==> config.mk <==
export PLATFORM = sky130hd
export DESIGN_NAME = id_stage_pipe
export DESIGN_NICKNAME = d
export VERILOG_FILES = /design/src/rtl/id_stage_pipe.sv
export SDC_FILE = /design/constraint.sdc
export NUM_CORES = 2
export LEC_CHECK = 0
export CORE_UTILIZATION = 45
export DETAILED_ROUTE_END_ITERATION = 8
export PLACE_DENSITY = 0.68
export SETUP_SLACK_MARGIN = 0.5
export SLEW_MARGIN = 25
export SYNTH_ARGS = -nofsm -noshare
export SYNTH_HDL_FRONTEND = slang
export SYNTH_SLANG_ARGS = --single-unit
==> constraint.sdc <==
create_clock -name clk -period 7.82 [get_ports clk]
set_input_delay 1.564 -clock clk [delete_from_list [all_inputs] [get_ports clk]]
set_output_delay 1.564 -clock clk [all_outputs]
set_load 0.1 [all_outputs]
==> src/rtl/id_stage_pipe.sv <==
// Instruction-decode stage with built-in register file, ID/EXE pipeline register, RAW hazard stall and stall counter.
// Optional macro FORWARD_EN: forward EXE/MEM results and stall only on load-use.
module id_stage_pipe #(
    parameter int XLEN       = 32,
    parameter int REG_ADDR_W = 5,
    parameter bit SIGN_EXT   = 1'b1
) (
    input  logic                  clk,
    input  logic                  rst,
    input  logic [XLEN-1:0]       pc_in,
    input  logic [31:0]           inst_in,
    input  logic                  inst_valid,
    input  logic                  flush,
    input  logic                  wb_write_en,
    input  logic [REG_ADDR_W-1:0] wb_dest,
    input  logic [XLEN-1:0]       wb_value,
    input  logic [REG_ADDR_W-1:0] exe_dest,
    input  logic [REG_ADDR_W-1:0] mem_dest,
    input  logic                  exe_wb_en,
    input  logic                  mem_wb_en,
    input  logic                  exe_mem_read,
    input  logic [XLEN-1:0]       exe_fwd_value,
    input  logic [XLEN-1:0]       mem_fwd_value,
    output logic                  stall_out,
    output logic                  valid_out,
    output logic [XLEN-1:0]       pc_out,
    output logic                  wb_en,
    output logic                  mem_read,
    output logic                  mem_write,
    output logic [1:0]            br,
    output logic [3:0]            exe_cmd,
    output logic [XLEN-1:0]       reg1,
    output logic [XLEN-1:0]       reg2,
    output logic [XLEN-1:0]       st_val,
    output logic [REG_ADDR_W-1:0] out_dest,
    output logic [31:0]           stall_cnt
);

    localparam int NREGS = 2 ** REG_ADDR_W;

    localparam logic [5:0] OP_ADD  = 6'd1;
    localparam logic [5:0] OP_SUB  = 6'd2;
    localparam logic [5:0] OP_AND  = 6'd3;
    localparam logic [5:0] OP_OR   = 6'd4;
    localparam logic [5:0] OP_NOR  = 6'd5;
    localparam logic [5:0] OP_XOR  = 6'd6;
    localparam logic [5:0] OP_SLA  = 6'd7;
    localparam logic [5:0] OP_SLL  = 6'd8;
    localparam logic [5:0] OP_SRA  = 6'd9;
    localparam logic [5:0] OP_SRL  = 6'd10;
    localparam logic [5:0] OP_ADDI = 6'd32;
    localparam logic [5:0] OP_SUBI = 6'd33;
    localparam logic [5:0] OP_LD   = 6'd36;
    localparam logic [5:0] OP_ST   = 6'd37;
    localparam logic [5:0] OP_BEZ  = 6'd40;
    localparam logic [5:0] OP_BNE  = 6'd41;
    localparam logic [5:0] OP_JMP  = 6'd42;

    logic [XLEN-1:0] rf [NREGS];

    logic [5:0]            opcode;
    logic [REG_ADDR_W-1:0] src1;
    logic [REG_ADDR_W-1:0] src2;
    logic [REG_ADDR_W-1:0] dest;
    logic [15:0]           imm16;
    logic [XLEN-1:0]       imm_ext;

    assign opcode  = inst_in[31:26];
    assign src1    = inst_in[21 +: REG_ADDR_W];
    assign src2    = inst_in[16 +: REG_ADDR_W];
    assign dest    = inst_in[11 +: REG_ADDR_W];
    assign imm16   = inst_in[15:0];
    assign imm_ext = SIGN_EXT ? {{(XLEN-16){imm16[15]}}, imm16} : {{(XLEN-16){1'b0}}, imm16};

    logic       dec_wb_en;
    logic       dec_mem_read;
    logic       dec_mem_write;
    logic       dec_is_imm;
    logic [1:0] dec_br;
    logic [3:0] dec_cmd;

    always_comb begin
        dec_wb_en     = 1'b0;
        dec_mem_read  = 1'b0;
        dec_mem_write = 1'b0;
        dec_is_imm    = 1'b0;
        dec_br        = 2'b00;
        dec_cmd       = 4'b0000;
        case (opcode)
            OP_ADD:  begin dec_wb_en = 1'b1; dec_cmd = 4'b0001; end
            OP_SUB:  begin dec_wb_en = 1'b1; dec_cmd = 4'b0010; end
            OP_AND:  begin dec_wb_en = 1'b1; dec_cmd = 4'b0011; end
            OP_OR:   begin dec_wb_en = 1'b1; dec_cmd = 4'b0100; end
            OP_NOR:  begin dec_wb_en = 1'b1; dec_cmd = 4'b0101; end
            OP_XOR:  begin dec_wb_en = 1'b1; dec_cmd = 4'b0110; end
            OP_SLA:  begin dec_wb_en = 1'b1; dec_cmd = 4'b0111; end
            OP_SLL:  begin dec_wb_en = 1'b1; dec_cmd = 4'b0111; end
            OP_SRA:  begin dec_wb_en = 1'b1; dec_cmd = 4'b1000; end
            OP_SRL:  begin dec_wb_en = 1'b1; dec_cmd = 4'b1001; end
            OP_ADDI: begin dec_wb_en = 1'b1; dec_is_imm = 1'b1; dec_cmd = 4'b0001; end
            OP_SUBI: begin dec_wb_en = 1'b1; dec_is_imm = 1'b1; dec_cmd = 4'b0010; end
            OP_LD: begin
                dec_wb_en    = 1'b1;
                dec_mem_read = 1'b1;
                dec_is_imm   = 1'b1;
                dec_cmd      = 4'b0001;
            end
            OP_ST: begin
                dec_mem_write = 1'b1;
                dec_is_imm    = 1'b1;
                dec_cmd       = 4'b0001;
            end
            OP_BEZ:  begin dec_is_imm = 1'b1; dec_br = 2'b01; end
            OP_BNE:  begin dec_is_imm = 1'b1; dec_br = 2'b10; end
            OP_JMP:  begin dec_is_imm = 1'b1; dec_br = 2'b11; end
            default: ;
        endcase
    end

    // Operand read: r0 is hardwired, later pipeline stages override the file contents
    function automatic logic [XLEN-1:0] read_reg(input logic [REG_ADDR_W-1:0] a);
        logic [XLEN-1:0] r;
        if (a == '0)
            r = '0;
`ifdef FORWARD_EN
        else if (exe_wb_en && exe_dest == a)
            r = exe_fwd_value;
        else if (mem_wb_en && mem_dest == a)
            r = mem_fwd_value;
`endif
        else if (wb_write_en && wb_dest == a)
            r = wb_value;
        else
            r = rf[a];
        return r;
    endfunction

    logic [XLEN-1:0] src1_val;
    logic [XLEN-1:0] src2_val;

    always_comb begin
        src1_val = read_reg(src1);
        src2_val = read_reg(src2);
    end

    logic use_src2;
    logic hit1;
    logic hit2;
    logic hazard;

    assign use_src2 = !dec_is_imm || dec_mem_write;

`ifdef FORWARD_EN
    assign hit1 = exe_mem_read && exe_wb_en && exe_dest == src1;
    assign hit2 = exe_mem_read && exe_wb_en && exe_dest == src2;
`else
    assign hit1 = (exe_wb_en && exe_dest == src1) || (mem_wb_en && mem_dest == src1);
    assign hit2 = (exe_wb_en && exe_dest == src2) || (mem_wb_en && mem_dest == src2);

    logic unused_fwd;
    assign unused_fwd = ^{exe_fwd_value, mem_fwd_value, exe_mem_read};
`endif

    assign hazard    = inst_valid && ((src1 != '0 && hit1) || (use_src2 && src2 != '0 && hit2));
    assign stall_out = hazard && !flush;

    always_ff @(posedge clk) begin
        if (rst) begin
            for (int i = 0; i < NREGS; i++)
                rf[i] <= '0;
        end else if (wb_write_en && wb_dest != '0) begin
            rf[wb_dest] <= wb_value;
        end
    end

    // Flush and stall both insert a fully zeroed bubble
    always_ff @(posedge clk) begin
        if (rst || flush || stall_out) begin
            valid_out <= 1'b0;
            pc_out    <= '0;
            wb_en     <= 1'b0;
            mem_read  <= 1'b0;
            mem_write <= 1'b0;
            br        <= 2'b00;
            exe_cmd   <= 4'b0000;
            reg1      <= '0;
            reg2      <= '0;
            st_val    <= '0;
            out_dest  <= '0;
        end else begin
            valid_out <= inst_valid;
            pc_out    <= pc_in;
            wb_en     <= inst_valid && dec_wb_en;
            mem_read  <= inst_valid && dec_mem_read;
            mem_write <= inst_valid && dec_mem_write;
            br        <= inst_valid ? dec_br : 2'b00;
            exe_cmd   <= inst_valid ? dec_cmd : 4'b0000;
            reg1      <= src1_val;
            reg2      <= dec_is_imm ? imm_ext : src2_val;
            st_val    <= src2_val;
            out_dest  <= dec_is_imm ? src2 : dest;
        end
    end

    always_ff @(posedge clk) begin
        if (rst)
            stall_cnt <= '0;
        else if (stall_out && stall_cnt != '1)
            stall_cnt <= stall_cnt + 32'd1;
    end

endmodule

==> flow_summary.json <==
{
  "finalSetupViolations": 0,
  "wl_per_cell_um": 33.9,
  "use_met2": 0.470,
  "fillers": 10900,
  "dp_hpwl_um": 119000,
  "stdcell_count": 6163,
  "layout_common_cells": "and2_1, edfxtp_1, mux4_2",
  "die_area_um2": 137000,
  "critical_path.endpoint_type": "primary output",
  "syn_inst": 4136,
  "wl_um": 209000,
  "nets": 4466,
  "fp.dieW_um": 370,
  "maxCapViolCount": 0,
  "drive_gt1_frac": 0.233,
  "syn_area_per_cell_um2": 14.8,
  "place.port_buffers": 293,
  "synth_area_leaders": "edfxtp_1, mux4_2, and2_1",
  "yosysTopAreaCellShare": 0.503,
  "ys_types": 68,
  "clock_skew_ps": 28.9,
  "grt_max_degree": 112,
  "fin_tns_setup_ps": 0,
  "slew_violations": 0,
  "clock_latency_ps": 800,
  "dp_cells": 5913,
  "ys_seq_elements": 1199,
  "grtUsageMet3": 0.101,
  "die_h_um": 370,
  "status": "completed",
  "rr_endpoint": "stall_cnt[29]",
  "grt.met1_usage": 0.390,
  "ctsHoldBuffers": 0,
  "place_ws_ps": 2330,
  "place_congestion": 0.863,
  "grt_pass1_vias": 39400,
  "ioPinCount": 359,
  "cts_setup_buffers": 0,
  "vdd_ir_drop_max_uv": 201,
  "cts_resized": 0,
  "slew_headroom": 0.265,
  "crit_end": "stall_out",
  "cts_tree": "done",
  "clkSlewWorstSetupHoldPaths_ps": 60,
  "rsz0062_at_grt": "false",
  "async_flop_share": 0,
  "cp.required_ps": 6260,
  "period_minus_slack_ps": 5510,
  "grt.busiest_layer": "met2",
  "worstSetupStartpointType": "primary input",
  "initial_core_util": 0.455,
  "grt_pass1_wl_um": 290000,
  "hold_viol_final": 0,
  "cts.htree.levels": 4,
  "worst_pin_slew_ps": 1100,
  "synth_seq_area_share": 0.561,
  "hp-class": "flop to flop",
  "drcViolationCount": 0,
  "vias_per_cell": 6.52,
  "layout_setup_ws_ps": 2310,
  "cts_root_buf": "clkbuf_16",
  "grt.total_usage": 0.304,
  "clock_sinks": 1199,
  "p_leak_uw": 0.0238,
  "synth_top_area_cell": "edfxtp_1",
  "numCtsBuffers": 135,
  "rows": 134,
  "final_common_cell": "and2_1",
  "yosysWarnings": 0,
  "synthToLayoutAreaGrowth_pct": 14.6,
  "core_area_um2": 134000,
  "final.period_utilization": 0.705,
  "antenna_found_initial": 26,
  "cp-startpoint": "inst_in[26]",
  "p_per_area_nw_per_um2": 226,
  "first_pass_iters": 6,
  "critPathKind": "primary input to primary output",
  "r2r_slack_ps": 5030,
  "clock_path_buffers": 3,
  "cp.arrival_ps": 3950,
  "gr-total-overflow": 0,
  "path_max_fanout": 11,
  "synth_area_um2": 61100,
  "r2r-start": "stall_cnt[7]",
  "r2r.worst_path.cells": 7,
  "synth_ff_type": "edfxtp_1",
  "drtIter0Drc": 5862,
  "synth-edff-count": 1024,
  "via_count": 40200,
  "fmax_ghz": 0.181,
  "antenna_left": 0
}
==> flip-flops by register name (all words and copies together), names as in the netlist <==
signal / cells
mem_read: 1
out_dest: 5
br: 2
reg2: 32
exe_cmd: 4
pc_out: 32
st_val: 32
wb_en: 1
reg1: 32
stall_cnt: 32
mem_write: 1
valid_out: 1
rf: 1024
==> stage by stage <==
| step | util | hold WS (ps) | power (uW) | instance area [um^2] |
|---|---|---|---|---|
| 2_1_floorplan | - | 808 | 8940 | 61200 |
| 3_3_place_gp | 0.490 | 481 | 9680 | 65700 |
| 3_5_place_dp | 0.490 | 500 | 9710 | 65700 |
| 4_1_cts | 0.522 | 506 | 15800 | 70000 |
| 5_1_grt | 0.522 | 534 | 16200 | 70000 |
| 6_report | 0.522 | 506 | 15800 | 70000 |
==> cells by family (layout without fill, tap and decap cells) <==
family	count (synthesis)	count (layout)	share of synthesized area
and+or+nand+nor	1434	1434	0.138
DFF	1199	1199	0.561
muxes	707	707	0.228
buffers and inverters	434	653	0.0302
AOI/OAI and AO/OA	329	329	0.0375
xor gates and xnor gates	31	31	0.00445
adders and majority gates	1	1	0.000205
other	1	41	0.0000614
==> area by class of cell <==
class | count | area [um^2] | share of cell area
multi-input combinational | 2534 | 25400 | 0.363
clock buffer | 194 | 3950 | 0.0564
sequential | 1199 | 34300 | 0.490
antenna | 9 | 22.5 | 0.000322
tap | 1768 | 2210 | 0.0316
timing repair buffer | 401 | 3760 | 0.0537
clock inverter | 47 | 334 | 0.00477
inverter | 11 | 41.3 | 0.000590
==> metal layers <==
layer / vias to the layer above / routed length [um]
li1: 16100 / -
met3: 605 / 29500
met1: 20400 / 75200
met4: 14 / 9630
met2: 3095 / 94700
met5: - / 102
==> cell usage after synthesis (all sizes together) (15+ instances only) <==
cell	count
a221oi	16
o22ai	16
xnor2	16
clkbuf	303
nor2b	29
or3	18
nor2	133
mux2i	96
nand2	72
or2	34
a2bb2oi	16
a211oi	57
a21oi	78
o21ai	51
xor2	15
dfxtp	175
nor3	20
mux2	68
mux4	543
nand3	37
and2	1030
edfxtp	1024
buf	120
==> worst min path at each step <==
stage,end,depth (start not counted),start
2_1_floorplan,st_val[6],6,rf[10][6]
3_3_place_gp,stall_cnt[23],2,stall_cnt[23]
3_5_place_dp,stall_cnt[20],2,stall_cnt[20]
4_1_cts,stall_cnt[20],2,stall_cnt[20]
5_1_grt,stall_cnt[25],2,stall_cnt[25]
6_report,stall_cnt[20],2,stall_cnt[20]
==> worst max-delay path: stages <==
cell and delay, ps:
clkdlybuf4s50_1 680, nand2b_1 310, o2bb2ai_1 120, a21oi_1 310, o2bb2ai_2 240, nand2_2 190
inv_1 200, buf_4 320
==> report_power, final <==
part	internal, uW	switching, uW
combinational	813	1340
clock	3580	2640
sequential	7280	171
Power figures use the tool's default switching activity.
